$ cat src/rtl/pagamento_pkg.sv
// Shared definitions for the coin-payment unit: state encoding, PAGAR verdict codes
// and coin unit values (1 unit = R$0.25).
package pagamento_pkg;

    typedef enum logic [2:0] {
        ST_IDLE     = 3'd0,
        ST_COLETA   = 3'd1,
        ST_AVALIA   = 3'd2,
        ST_APROVADO = 3'd3,
        ST_RECUSADO = 3'd4,
        ST_DEVOLVE  = 3'd5
    } estado_t;

    localparam logic [1:0] PAG_NADA = 2'b00;
    localparam logic [1:0] PAG_ERRO = 2'b01;
    localparam logic [1:0] PAG_OK   = 2'b11;

    localparam logic [2:0] MOEDA_025_U = 3'd1;
    localparam logic [2:0] MOEDA_050_U = 3'd2;
    localparam logic [2:0] MOEDA_100_U = 3'd4;

    // Value of a single-coin edge vector; zero for no coin or several at once.
    function automatic logic [2:0] valor_moeda(input logic [2:0] bordas);
        case (bordas)
            3'b001:  return MOEDA_025_U;
            3'b010:  return MOEDA_050_U;
            3'b100:  return MOEDA_100_U;
            default: return 3'd0;
        endcase
    endfunction

endpackage

$ cat src/rtl/pagamento_moedas_if.sv
// Signal bundle between the main coffee-machine FSM (master) and the payment unit (slave).
interface pagamento_moedas_if #(
    parameter int CREDIT_W = 8
);
    logic                ENABLE;
    logic [1:0]          SELECAO;
    logic [2:0]          COIN;
    logic                BOTAO_CONFIRMA;
    logic [1:0]          PAGAR;
    logic [CREDIT_W-1:0] CREDITO;
    logic [CREDIT_W-1:0] TROCO;
    logic                TROCO_VALIDO;
    logic                COIN_REJEITA;

    modport master (
        output ENABLE, SELECAO, COIN, BOTAO_CONFIRMA,
        input  PAGAR, CREDITO, TROCO, TROCO_VALIDO, COIN_REJEITA
    );

    modport slave (
        input  ENABLE, SELECAO, COIN, BOTAO_CONFIRMA,
        output PAGAR, CREDITO, TROCO, TROCO_VALIDO, COIN_REJEITA
    );
endinterface

$ cat src/rtl/detector_borda.sv
// N-bit rising-edge detector; o_borda is a registered one-cycle pulse per 0->1 input change,
// so a held level is reported only once.
module detector_borda #(
    parameter int N = 1
) (
    input  logic         clk,
    input  logic         srst,
    input  logic [N-1:0] i_sinal,
    output logic [N-1:0] o_borda
);
    logic [N-1:0] r_prev;
    logic [N-1:0] r_borda;
    logic [N-1:0] w_sobe;

    for (genvar gi = 0; gi < N; gi++) begin : g_bit
        assign w_sobe[gi] = i_sinal[gi] & ~r_prev[gi];
    end

    always_ff @(posedge clk) begin
        if (srst) begin
            r_prev  <= '0;
            r_borda <= '0;
        end else begin
            r_prev  <= i_sinal;
            r_borda <= w_sobe;
        end
    end

    assign o_borda = r_borda;
endmodule

$ cat src/rtl/pagamento_moedas.sv
// Coin-payment unit: accumulates credit while ENABLE is high, evaluates it against the
// price latched on entry, and reports the PAGAR verdict, change/refund and rejected coins.
module pagamento_moedas
    import pagamento_pkg::*;
#(
    parameter int CREDIT_W   = 8,
    parameter int MAX_CREDIT = 40,
    parameter int PRICE_0    = 6,
    parameter int PRICE_1    = 8,
    parameter int PRICE_2    = 10,
    parameter int PRICE_3    = 12
) (
    input  logic               CLK,
    input  logic               RST,
    pagamento_moedas_if.slave  bus
);
    if (MAX_CREDIT + 4 >= (1 << CREDIT_W)) begin : g_erro_largura
        $error("MAX_CREDIT + 4 does not fit in CREDIT_W bits");
    end

    estado_t             r_estado;
    logic [1:0]          r_pagar;
    logic [CREDIT_W-1:0] r_credito;
    logic [CREDIT_W-1:0] r_preco;
    logic [CREDIT_W-1:0] r_troco;
    logic                r_troco_valido;
    logic                r_coin_rejeita;

    logic [2:0]          w_coin_borda;
    logic [0:0]          w_conf_borda;
    logic                w_coin_any;
    logic                w_coin_um;
    logic [2:0]          w_valor;
    logic [CREDIT_W-1:0] w_soma;
    logic                w_cabe;
    logic [CREDIT_W-1:0] w_preco_sel;

    detector_borda #(.N(3)) u_borda_moeda (
        .clk     (CLK),
        .srst    (RST),
        .i_sinal (bus.COIN),
        .o_borda (w_coin_borda)
    );

    detector_borda #(.N(1)) u_borda_confirma (
        .clk     (CLK),
        .srst    (RST),
        .i_sinal (bus.BOTAO_CONFIRMA),
        .o_borda (w_conf_borda)
    );

    assign w_coin_any = |w_coin_borda;
    assign w_coin_um  = $onehot(w_coin_borda);
    assign w_valor    = valor_moeda(w_coin_borda);
    assign w_soma     = r_credito + CREDIT_W'(w_valor);
    assign w_cabe     = (w_soma <= CREDIT_W'(MAX_CREDIT));

    always_comb begin
        w_preco_sel = CREDIT_W'(PRICE_0);
        case (bus.SELECAO)
            2'd1:    w_preco_sel = CREDIT_W'(PRICE_1);
            2'd2:    w_preco_sel = CREDIT_W'(PRICE_2);
            2'd3:    w_preco_sel = CREDIT_W'(PRICE_3);
            default: w_preco_sel = CREDIT_W'(PRICE_0);
        endcase
    end

    always_ff @(posedge CLK) begin
        if (RST) begin
            r_estado       <= ST_IDLE;
            r_pagar        <= PAG_NADA;
            r_credito      <= '0;
            r_preco        <= '0;
            r_troco        <= '0;
            r_troco_valido <= 1'b0;
            r_coin_rejeita <= 1'b0;
        end else begin
            r_troco_valido <= 1'b0;
            r_coin_rejeita <= 1'b0;

            // Coins are only accepted while collecting; anything else is bounced back.
            if (r_estado != ST_COLETA && w_coin_any) begin
                r_coin_rejeita <= 1'b1;
            end

            case (r_estado)
                ST_IDLE: begin
                    r_pagar <= PAG_NADA;
                    if (bus.ENABLE) begin
                        r_estado  <= ST_COLETA;
                        r_preco   <= w_preco_sel;
                        r_credito <= '0;
                    end
                end

                ST_COLETA: begin
                    if (!bus.ENABLE) begin
                        r_estado <= ST_DEVOLVE;
                        if (w_coin_any) begin
                            r_coin_rejeita <= 1'b1;
                        end
                    end else begin
                        // A coin arriving with confirm is credited before evaluation.
                        if (w_coin_any) begin
                            if (w_coin_um && w_cabe) begin
                                r_credito <= w_soma;
                            end else begin
                                r_coin_rejeita <= 1'b1;
                            end
                        end
                        if (w_conf_borda[0]) begin
                            r_estado <= ST_AVALIA;
                        end
                    end
                end

                ST_AVALIA: begin
                    if (r_credito >= r_preco) begin
                        r_estado <= ST_APROVADO;
                        r_pagar  <= PAG_OK;
                        r_troco  <= r_credito - r_preco;
                    end else begin
                        r_estado <= ST_RECUSADO;
                        r_pagar  <= PAG_ERRO;
                        r_troco  <= r_credito;
                    end
                    r_troco_valido <= 1'b1;
                    r_credito      <= '0;
                end

                ST_APROVADO, ST_RECUSADO: begin
                    if (!bus.ENABLE) begin
                        r_estado <= ST_IDLE;
                        r_pagar  <= PAG_NADA;
                    end
                end

                ST_DEVOLVE: begin
                    if (r_credito != '0) begin
                        r_troco        <= r_credito;
                        r_troco_valido <= 1'b1;
                    end
                    r_credito <= '0;
                    r_estado  <= ST_IDLE;
                end

                default: begin
                    r_estado <= ST_IDLE;
                    r_pagar  <= PAG_NADA;
                end
            endcase
        end
    end

    assign bus.PAGAR        = r_pagar;
    assign bus.CREDITO      = r_credito;
    assign bus.TROCO        = r_troco;
    assign bus.TROCO_VALIDO = r_troco_valido;
    assign bus.COIN_REJEITA = r_coin_rejeita;
endmodule

$ cat src/flat_wrapper.sv
// flat-port wrapper written by rule: the top's interface ports become plain ports
module pagamento_moedas_flat import pagamento_pkg::*;
#(
    parameter int CREDIT_W   = 8,
    parameter int MAX_CREDIT = 40,
    parameter int PRICE_0    = 6,
    parameter int PRICE_1    = 8,
    parameter int PRICE_2    = 10,
    parameter int PRICE_3    = 12
)
  (CLK, RST, bus_ENABLE, bus_SELECAO, bus_COIN, bus_BOTAO_CONFIRMA, bus_PAGAR, bus_CREDITO, bus_TROCO, bus_TROCO_VALIDO, bus_COIN_REJEITA);
  pagamento_moedas_if #(.CREDIT_W(CREDIT_W)) bus_i ();
  input  logic CLK;
  input  logic RST;
  input wire logic [$bits(bus_i.ENABLE)-1:0] bus_ENABLE;
  input wire logic [$bits(bus_i.SELECAO)-1:0] bus_SELECAO;
  input wire logic [$bits(bus_i.COIN)-1:0] bus_COIN;
  input wire logic [$bits(bus_i.BOTAO_CONFIRMA)-1:0] bus_BOTAO_CONFIRMA;
  output wire logic [$bits(bus_i.PAGAR)-1:0] bus_PAGAR;
  output wire logic [$bits(bus_i.CREDITO)-1:0] bus_CREDITO;
  output wire logic [$bits(bus_i.TROCO)-1:0] bus_TROCO;
  output wire logic [$bits(bus_i.TROCO_VALIDO)-1:0] bus_TROCO_VALIDO;
  output wire logic [$bits(bus_i.COIN_REJEITA)-1:0] bus_COIN_REJEITA;
  assign bus_i.ENABLE = bus_ENABLE;
  assign bus_i.SELECAO = bus_SELECAO;
  assign bus_i.COIN = bus_COIN;
  assign bus_i.BOTAO_CONFIRMA = bus_BOTAO_CONFIRMA;
  assign bus_PAGAR = bus_i.PAGAR;
  assign bus_CREDITO = bus_i.CREDITO;
  assign bus_TROCO = bus_i.TROCO;
  assign bus_TROCO_VALIDO = bus_i.TROCO_VALIDO;
  assign bus_COIN_REJEITA = bus_i.COIN_REJEITA;
  pagamento_moedas #(.CREDIT_W(CREDIT_W), .MAX_CREDIT(MAX_CREDIT), .PRICE_0(PRICE_0), .PRICE_1(PRICE_1), .PRICE_2(PRICE_2), .PRICE_3(PRICE_3)) u_core (.CLK(CLK), .RST(RST), .bus(bus_i));
endmodule
$ cat config.mk
export PLATFORM = sky130hd
export DESIGN_NAME = pagamento_moedas_flat
export DESIGN_NICKNAME = d
export VERILOG_FILES = /design/src/rtl/pagamento_pkg.sv /design/src/rtl/pagamento_moedas_if.sv /design/src/rtl/detector_borda.sv /design/src/rtl/pagamento_moedas.sv /design/src/flat_wrapper.sv
export SDC_FILE = /design/constraint.sdc
export NUM_CORES = 1
export LEC_CHECK = 0
export CAP_MARGIN = 5
export CORE_ASPECT_RATIO = 0.8
export CORE_MARGIN = 4
export CORE_UTILIZATION = 49
export DETAILED_ROUTE_END_ITERATION = 7
export MAX_ROUTING_LAYER = met4
export PLACE_DENSITY = 0.81
export SYNTH_ARGS = -nofsm -noshare
export SYNTH_HDL_FRONTEND = slang
export SYNTH_HIERARCHICAL = 1
export SYNTH_SLANG_ARGS = --single-unit
$ cat constraint.sdc
create_clock -name CLK -period 2.55 [get_ports CLK]
set_clock_uncertainty 0.1 [all_clocks]
set_input_delay 0.51 -clock CLK [delete_from_list [all_inputs] [get_ports CLK]]
set_output_delay 0.51 -clock CLK [all_outputs]
set_load 0.05 [all_outputs]
== Yosys cells after proc, flatten, opt, wreduce, memory -nomap -nowiden ==
Cells that the tools add are included.
Word-level totals
  word-level logic and storage cells: 88
  bits in latches: 0
  bits in registers: 39
  memory bits (read-only): 0
  memories: 0
  output and inout port bits: 20
  bits of input ports: 9
  RAM bits: 0
Cells by class
  $add $sub $neg: 4
  reduce and logical (&&, ||, !) cells: 15
  multiplexer cells: 27
  multipliers: 0
  shift operators: 0
  div/mod/pow operators: 0
  eq/ne operators: 20
  magnitude comparators: 2
  bitwise operators: 9
Operators with widths (count)
  $mux 8: 6
  $pmux 8 s3: 1
  $pmux 8 s2: 1
  $mux 3: 5
  $pmux 3 s4: 1
  $pmux 4 s3: 1
  $eq 3x2->1 const B: 3
  $eq 3x3->1 const B: 3
  $pmux 3 s3: 1
  $add 8x3->8: 1
  $ge 8x8->1: 1
  $le 8x6->1 const B: 1
  $reduce_bool 8->1: 1
  $sub 8x8->8: 1
  $mux 1: 7
  $eq 3x1->1 const B: 2
  $ne 2x1->1 const B: 3
  $ne 2x2->1 const B: 3
  $pmux 2 s3: 1
  $reduce_and 2->1: 3
  $reduce_or 2->1: 3
  $not 1->1: 5
  $reduce_and 5->1: 1
  $and 1x1->1: 4
  14 further kinds: 18

== Longest topological paths before layout ==
Gate-level depths: netlist of run 1.
  depth in word-level cells: 9
  mapped depth: 12
  mapped depth without buffers: 11

== Modules after synthesis ==
Netlist of run 1, hierarchy kept.
By module, submodules not included
  pagamento_moedas: cells each 211, sequential area each 520.5 sq um, times used 1, area each 1721.7 sq um
  detector_borda at u_core.u_borda_moeda: cells each 12, sequential area each 120.1 sq um, times used 1, area each 176.4 sq um
  detector_borda at u_core.u_borda_confirma: cells each 4, sequential area each 40.0 sq um, times used 1, area each 58.8 sq um

== Worst setup path after synthesis of run 1 ==
No wires, ideal clock.
  path type: flip-flop to flip-flop
  start: register u_core.r_credito[0] (netlist: u_core/bus.CREDITO[0])
  end: register u_core.r_credito[5] (netlist: u_core/bus.CREDITO[5])
  arrival time: 2.708 ns
  slack: -0.359 ns
  required time: 2.349 ns
  buffers on the path: 1
  setup time: 0.101 ns
  cell stages (with the launch flop): 10
  clock period less this slack: 2.909 ns
  cells stage by stage: dfxtp_1 > ha_1 > fa_1 > or3_1 > a21oi_1 > o311a_1 > nand3_1 > nor2b_1 > buf_2 > o41ai_1
On the way
  word-level cells in the longest chain between the ends: 5
  elaborated cells on any way between the ends: 9
  those cells by class: add/sub: 1; order compare: 1; eq/ne: 1; mux: 4; reduce/logical: 2
Ends and longest elaborated chain
  start, declared: RTL line pagamento_moedas.sv:23  | logic [CREDIT_W-1:0] r_credito;
  start signal, assigned: RTL line pagamento_moedas.sv:106  | r_credito <= w_soma;
  $add 8x3->8 (*): RTL line pagamento_moedas.sv:55  | assign w_soma = r_credito + CREDIT_W'(w_valor);
  $le 8x6->1 / $mux 8 (equally long branches): RTL line pagamento_moedas.sv:56, pagamento_moedas.sv:105
  $logic_and 1x1->1 / $mux 8 (equally long branches): RTL line pagamento_moedas.sv:105, pagamento_moedas.sv:104
  $ne 2x1->1 (no line) / $mux 8 (equally long branches)
  $reduce_and 5->1 (no line) / $pmux 8 s3 (equally long branches)
Mark *: on every way between the ends. The rest lies on a longest branch, timed or not. The select of a mux whose other input is x is not followed.
A chain may end at the register's enable or synchronous reset.

== Worst setup path in the final report of run 1 ==
  start: register u_core.u_borda_moeda.r_borda[0] (netlist: u_core/u_borda_moeda/o_borda[0])
  end: register u_core.r_credito[5] (netlist: u_core/bus.CREDITO[5])
On the way
  word-level cells in the longest chain between the ends: 7
  elaborated cells on any way between the ends: 18
  those cells by class: add/sub: 3; order compare: 1; eq/ne: 6; mux: 5; reduce/logical: 3
Ends and longest elaborated chain
  start, declared: RTL line detector_borda.sv:12  | logic [N-1:0] r_borda;
  start signal, assigned: RTL line detector_borda.sv:25  | r_borda <= w_sobe;
  $eq 3x3->1, or another cell as far along: RTL line pagamento_pkg.sv:24  | case (bordas)
  $pmux 3 s3: RTL line pagamento_pkg.sv:24
  $add 8x3->8: RTL line pagamento_moedas.sv:55
  $le 8x6->1 / $mux 8 (equally long branches): RTL line pagamento_moedas.sv:56, pagamento_moedas.sv:105
  $logic_and 1x1->1 / $mux 8 (equally long branches): RTL line pagamento_moedas.sv:105, pagamento_moedas.sv:104
  $ne 2x1->1 (no line) / $mux 8 (equally long branches)
  $reduce_and 5->1 (no line) / $pmux 8 s3 (equally long branches)
Parallel ways exist; a longest one is shown, timed or not. The select of a mux whose other input is x is not followed.

==> results of run 1 <==
## final cells by class
cell class	count	share of cell area, %
tap	55	2.69
inverter	13	1.91
clock buffer	7	3.38
clock inverter	1	0.196
multi-input combinational	166	46.7
sequential	34	27.0
timing repair buffer	52	18.2
## cell usage after synthesis, types with 4 or more instances
| cell | n | area (um^2) |
|---|---|---|
| nand3_1 | 7 | 35.0 |
| a21oi_1 | 14 | 70.1 |
| inv_1 | 13 | 48.8 |
| clkbuf_1 | 8 | 30.0 |
| ha_1 | 8 | 100 |
| dfxtp_1 | 34 | 681 |
| buf_6 | 4 | 45.0 |
| nor2_1 | 26 | 97.6 |
| a211oi_1 | 8 | 60.1 |
| nor3_1 | 7 | 35.0 |
| xnor2_1 | 4 | 35.0 |
| nor2b_1 | 11 | 68.8 |
| nand2b_1 | 5 | 31.3 |
| nand2_1 | 17 | 63.8 |
| mux2i_1 | 8 | 80.1 |
| nor3b_2 | 4 | 50.1 |
## sequential cells by signal (all words and copies together), names as in the netlist, 2 cells and up
signal / flops
u_core/u_borda_moeda/o_borda: 3
u_core/r_preco: 3
u_core/u_borda_moeda/r_prev: 3
u_core/bus.TROCO: 8
u_core/r_estado: 3
u_core/bus.CREDITO: 8
u_core/bus.PAGAR: 2
## report_power, final
group	internal (mW)	switching, mW
sequential	0.556	0.0200
combinational	0.149	0.183
clock	0.217	0.182
## metrics by stage
step,TNS [ns],hold slack [ns],instances
3_5_place_dp,-2.05,0.292,318
6_report,-0.815,0.298,328
3_3_place_gp,-1.41,0.285,318
4_1_cts,-0.597,0.300,328
2_1_floorplan,0,0.279,227
5_1_grt,-2.21,0.313,328
## worst max path at each step
stage                                 end  depth (start not counted)
floorplan           u_core/bus.CREDITO[6]                         11
global placement    u_core/bus.CREDITO[0]                         10
detailed placement  u_core/bus.CREDITO[1]                         10
CTS                 u_core/bus.CREDITO[5]                         13
global route        u_core/bus.CREDITO[5]                         13
finish              u_core/bus.CREDITO[5]                         13
## kinds of logic (layout without fill, tap and decap cells)
| family | Yosys count | after routing | synth area share, % |
|---|---|---|---|
| compound gates | 47 | 47 | 16.8 |
| simple gates | 94 | 94 | 26.7 |
| xor+xnor | 6 | 6 | 2.69 |
| buf+inv | 27 | 73 | 6.84 |
| fa+ha+maj | 11 | 11 | 8.18 |
| flops | 34 | 34 | 34.8 |
| mux | 8 | 8 | 4.09 |
## worst max-delay path: stages, from the launching register on
cell      delay, ns
dfxtp_2        0.34
inv_2          0.06
nor3_2         0.04
ha_2           0.18
fa_2           0.40
xor2_1         0.17
buf_4          0.14
o31a_1         0.24
a32oi_1        0.18
o311a_1        0.23
nand3_2        0.10
buf_6          0.14
o211ai_1       0.17
o41ai_2        0.10
## layer usage
| metal | up-vias | wire (um) |
|---|---|---|
| met5 | - | 0 |
| met4 | 0 | 61 |
| met3 | 8 | 240 |
| met2 | 54 | 1970 |
| met1 | 789 | 2100 |
| li1 | 887 | - |
## timing repair
item / in CTS / in global routing
hold buffers: 0 / 0
buffers inserted: 2 / 0
setup endpoints to repair: 9 / 10
pin swaps: 3 / 0
resized for setup: 6 / 3
==> run metrics, run 1 <==
summed area of non-filler cells in the final layout=2560 um^2; period utilisation layout=106%; beginning of the worst register-to-register path=u_core/u_borda_moeda/o_borda[0]; count of inserted antenna diode cells=0; cell depth of the worst flop-to-flop path=13; TritonCTS clock tree=done; routing layer with the top usage in global route=met2; insertion delay of the later-clocked pin in the worst-skew pair=0.28 ns; ys async rst share=0%; routed wire length=4380 um; endpoint class of the critical path=flip-flop; startpoint types=flip-flop; unrepaired setup endpoints after global routing=true; WP data arrival=2.76 ns; Max clock buf depth=2; met1 track demand over resource in global routing=24.8%; mean instance size in the synthesized netlist=8.62 um^2; number of max-slew violations in the final report=0; largest net degree at the start of global routing=19; met2 usage=29.8%; post-DR wirelength/cell=13.3 um; vias in the first global route=1684; total of endpoints with negative setup slack in the final report=9; global placement routability congestion=0.960; class of the tightest hold or removal check=flip-flop to flip-flop; Endpoint, Worst Hold=u_core/u_borda_moeda/o_borda[1]; power per cell area=511 nW/um^2; Sinks on Clock Net=34; reg-to-reg setup timing slack=-0.16 ns; RR Endpoint=u_core/bus.CREDITO[5]; I/O pin total=29; dpl ws=-0.280 ns; starting utilization of the core area=51.1%; maximum capacitance violations=0; final core area utilization=66.8%; Synth warnings=6; post-layout power=1.31 mW; TritonCTS buffer count=5; Placed Instance Area=2420 um^2; number of distinct library cells after synthesis=46; DR iter-0 viols=185; final critical-path setup slack=-0.155 ns; die width=78.7 um; global-route congestion overflow total=0; Filler Cell Count=315; register area share after synthesis=34.8%; Synth Register Bits=34; global routing usage summed across all routing layers=19.7%; Clock Tree Root=clkbuf_8; EDFF count, synth=0; Mapped Cells=227; Lkg Pwr=1.01 nW; Placement Rows=20; area occupied by multi-input gates=1190 um^2; area growth from synthesis to final layout=30.7%; final critical path time including I/O delays and setup=2.71 ns; Req. time, crit path=2.60 ns; Worst-Margin Slew=0.547 ns; number of cells on the worst hold path=1; Post-synth top flop=dfxtp_1; Die Outline Area=5080 um^2; number of hold violations in the final report=0; IR Drop Worst-Case VDD=0.359 mV; Seq. cell area=691 um^2; first-pass GRT wire length=7650 um; synthesized net count=247; vertical die dimension=64.5 um; Vias/cell=5.30; DRC Markers=0; worst slew slack as a fraction of its limit=63.2%; port buffer count=28; Critical Path Source=u_core/u_borda_moeda/o_borda[0]; GR met3 Demand/Resource=4.86%; maximum clock frequency=370 MHz; count of nets left with antenna violations after detail routing=0; antenna violations before repair=0; total number of vias=1738; Hold Startpoint=u_core/u_borda_moeda/r_prev[1]; outcome=finished, violations left; post-CTS clock slew at the launch and capture registers of the worst setup and hold paths=0.07 ns; first-pass detailed-route iteration total=4; area of the mapped netlist=1960 um^2; top library cells by usage in the layout, fill and taps aside=28 x clkdlybuf4s50_1, 28 x dfxtp_1, 26 x nor2_1; violations in the final reports=negative setup slack; total number of nets in the final design=292; share of layout cells above drive strength 1=20.9%; sum of net half-perimeters after detailed placement=3370 um; Crit Path Max Fanout=4; number of H-tree levels=2; core box area=3830 um^2; critical path start-end classification=flip-flop to flip-flop
Note: power is estimated with default switching activity, not from simulation.
==> run 2, diff against run 1 <==
--- a/config.mk
+++ b/config.mk
@@ -7,2 +7,3 @@
 export LEC_CHECK = 0
+export ABC_AREA = 1
 export CAP_MARGIN = 5
@@ -10,6 +11,7 @@
 export CORE_MARGIN = 4
-export CORE_UTILIZATION = 49
+export CORE_UTILIZATION = 48
 export DETAILED_ROUTE_END_ITERATION = 7
+export GPL_ROUTABILITY_DRIVEN = 0
 export MAX_ROUTING_LAYER = met4
-export PLACE_DENSITY = 0.81
+export PLACE_DENSITY = 0.8
 export SYNTH_ARGS = -nofsm -noshare
--- a/constraint.sdc
+++ b/constraint.sdc
@@ -4,2 +4,2 @@
 set_output_delay 0.51 -clock CLK [all_outputs]
-set_load 0.05 [all_outputs]
+set_load 0.005 [all_outputs]
==> run metrics, run 2 <==
outcome=finished clean; Mapped Cells=283 (+25%); post-synthesis adder-cell area fraction=8.29% (+0.11 points); Post-synth top flop=dfxtp_1; EDFF count, synth=0 (unchanged); die width=78.9 um (+0.35%); post-layout power=2.50 mW (+91%); endpoint class of the critical path=flip-flop; total number of vias=1910 (+9.9%); count of inserted antenna diode cells=0 (unchanged); maximum capacitance violations=0 (unchanged); number of H-tree levels=2 (unchanged); Max clock buf depth=2 (unchanged); Worst-Margin Slew=0.450 ns (-0.0964 ns); hold-fix buffer count after cts=0 (unchanged); final critical path time including I/O delays and setup=2.38 ns (-0.325 ns); dominant combinational cell family by area after synthesis=simple AND/OR/NAND/NOR gates; Layout Cells excl Fill=375 (+14%); DR iter-0 viols=186 (+0.54%); number of distinct library cells after synthesis=30 (-35%); Crit Path Max Fanout=7 (+3); vias in the first global route=1679 (-0.30%); synthesized-area fraction occupied by ao, oa, aoi and oai cells=11.2% (-5.5 points); worst slew slack as a fraction of its limit=70.0% (+6.7 points); insertion delay of the later-clocked pin in the worst-skew pair=0.28 ns (about the same); Lkg Pwr=1.14 nW (+13%); cell depth of the worst flop-to-flop path=14 (+1); number of cells on the worst hold path=1 (unchanged); sequence of cells on the critical path=inv_1 > nor3_1 > ha_2 > fa_1 > nor2_1 > nand3_1 > nand3_1 > nand2_1 > nand2_1 > nand3_2 > nand2_4 > nand3_1 > nand2_1 > nor2_1; post-CTS clock slew at the launch and capture registers of the worst setup and hold paths=0.07 ns (about the same); simple-gate area share of the yosys netlist=33.4% (+6.7 points); library cell with the highest instance count after synthesis=nand2_1; ys async rst share=0% (unchanged); total number of nets in the final design=339 (+16%); Clock Tree Root=clkbuf_8; buffers plus inverters on the worst setup path=1 (-2); area growth from synthesis to final layout=26.7%; starting utilization of the core area=50.5% (-0.65 points); largest area contributor in the synthesized netlist=dfxtp_1; first-pass detailed-route iteration total=4 (unchanged); core box area=3830 um^2 (unchanged); total of endpoints with negative setup slack in the final report=0 (-9); total instance count after detailed placement=365 (+15%); Hold Startpoint=u_core/u_borda_moeda/r_prev[2]; slowest CP cell=fa_1; startpoint types=flip-flop; I/O pin total=29 (unchanged); Endpoint, Worst Hold=u_core/u_borda_moeda/o_borda[2]; area of the mapped netlist=1930 um^2 (-1.3%); vertical die dimension=64.7 um (+0.33%); TritonCTS buffer count=5 (unchanged); number of hold violations in the final report=0 (unchanged); power per cell area=1020 nW/um^2 (+100%); maximum clock frequency=420 MHz (+14%); synthesized net count=303 (+23%); Die Outline Area=5110 um^2 (+0.68%); port buffer count=28 (unchanged); largest net degree at the start of global routing=14 (-5); Synth warnings=6 (unchanged); multiplexer share of the synthesized area=0% (-4.1 points); most common cell after layout, fill and taps aside=nand2_1; Vias/cell=5.09 (-3.9%); beginning of the worst register-to-register path=u_core/u_borda_moeda/o_borda[0]; top library cells by usage in the layout, fill and taps aside=64 x nand2_1, 37 x inv_1, 34 x dfxtp_1; Req. time, crit path=2.63 ns (+0.03 ns); share of layout cells above drive strength 1=12.8% (-8.1 points); post-route worst hold slack=0.295 ns (-0.00310 ns); post-DR wirelength/cell=12.0 um (-9.9%); count of nets left with antenna violations after detail routing=0 (unchanged); mean instance size in the synthesized netlist=6.83 um^2 (-21%); area share of xor/xnor cells in the synthesized design=1.36% (-1.3 points); antenna violations before repair=0 (unchanged); maximum cell stage delay along the critical path=0.44 ns (+0.04 ns); reg-to-reg setup timing slack=0.17 ns (+0.33 ns); IR Drop Worst-Case VDD=0.805 mV (+120%); global routing usage summed across all routing layers=18.9% (-0.81 points); list of most frequent post-synthesis cells=64 x nand2_1, 37 x inv_1, 34 x dfxtp_1; TritonCTS clock tree=done; Sinks on Clock Net=34 (unchanged); critical path's top delay family=simple AND/OR/NAND/NOR gates; global-route congestion overflow total=0 (unchanged); class of the tightest hold or removal check=flip-flop to flip-flop; synth top area cells=dfxtp_1 35%, nand2_1 12%, nand3_1 8.0%; Synth Register Bits=34 (unchanged); RR Endpoint=u_core/bus.CREDITO[2]; DRC Markers=0 (unchanged); first-pass GRT wire length=7580 um (-0.90%); WP data arrival=2.46 ns (-0.30 ns); routed wire length=4510 um (+3.0%); register area share after synthesis=35.2% (+0.45 points); sum of net half-perimeters after detailed placement=3500 um (+3.9%); Placement Rows=20 (unchanged); period utilisation layout=93.3% (-13 points); share of the synthesized area in the top cell type=35.2% (+0.45 points); number of max-slew violations in the final report=0 (unchanged); critical path start-end classification=flip-flop to flip-flop
[run 2: power by group]
group | total [mW] | leakage (nW) | switching (mW) | internal, mW
sequential | 0.720 | 0.279 | 0.0936 | 0.627
combinational | 1.18 | 0.797 | 0.718 | 0.465
clock | 0.599 | 0.0683 | 0.208 | 0.392
[run 2: how the worst max path moves through the flow]
| stage | start | endpoint | slack (ns) | cells after the start |
|---|---|---|---|---|
| after global placement | u_core/u_borda_moeda/o_borda[1] | u_core/bus.CREDITO[1] | 0.19 | 13 |
| after global routing | u_core/u_borda_moeda/o_borda[0] | u_core/bus.CREDITO[1] | -0.03 | 14 |
| after detailed placement | u_core/u_borda_moeda/o_borda[0] | u_core/bus.CREDITO[1] | 0.17 | 14 |
| after floorplan | u_core/u_borda_moeda/o_borda[0] | u_core/bus.CREDITO[4] | 0.37 | 15 |
| after CTS | u_core/u_borda_moeda/o_borda[0] | u_core/bus.CREDITO[1] | 0.13 | 14 |
| final | u_core/u_borda_moeda/o_borda[0] | u_core/bus.CREDITO[2] | 0.17 | 14 |
[run 2: logic make-up (layout without fill, tap and decap cells)]
group / count (synthesis) / in the layout
AO/OA/AOI/OAI: 38 / 38
buffers and inverters: 52 / 88
adder cells (fa/ha/maj): 11 / 11
flip-flops: 34 / 34
XOR/XNOR: 3 / 3
AND/OR/NAND/NOR: 145 / 146
[run 2: repair_timing]
item / in CTS / in global routing
setup buffers: 0 / 1
setup endpoints to repair: 0 / 8
resized for setup: 0 / 4
[run 2: final cells by class]
type                       instances  area [um^2]
fill                             353         1380
multi-input combinational        198         1070
sequential                        34          681
timing repair buffer              32          310
inverter                          48          180
clock buffer                       5         68.8
clock inverter                     3         68.8
tap                               55         68.8
[run 2: routing by layer]
layer,track usage (%),part of all wire (%),up-vias
li1,-,-,979
met1,25.3,48,849
met2,29.3,44,78
met3,3.89,7.7,4
met4,4.72,0.60,0
met5,-,0,-
[run 2: per-stage QoR]
| step | area [um^2] | utilization, % | setup TNS (ns) | worst slack [ns] |
|---|---|---|---|---|
| 3_3_place_gp | 2280 | 59.5 | 0 | 0.192 |
| 2_1_floorplan | 1930 | - | 0 | 0.374 |
| 3_5_place_dp | 2280 | 59.5 | 0 | 0.169 |
| 4_1_cts | 2420 | 63.1 | 0 | 0.128 |
| 5_1_grt | 2450 | 64.0 | -0.0592 | -0.0266 |
| 6_report | 2450 | 64.0 | 0 | 0.170 |
[run 2: worst register-to-register path, stage by stage, from the launching register on]
cell and delay [ns]:
dfxtp_1 0.37, inv_1 0.10, nor3_1 0.18, ha_2 0.22, fa_1 0.44, nor2_1 0.13, nand3_1 0.08, nand3_1 0.08
nand2_1 0.05, nand2_1 0.08, nand3_2 0.11, nand2_4 0.12, nand3_1 0.08, nand2_1 0.10, nor2_1 0.04
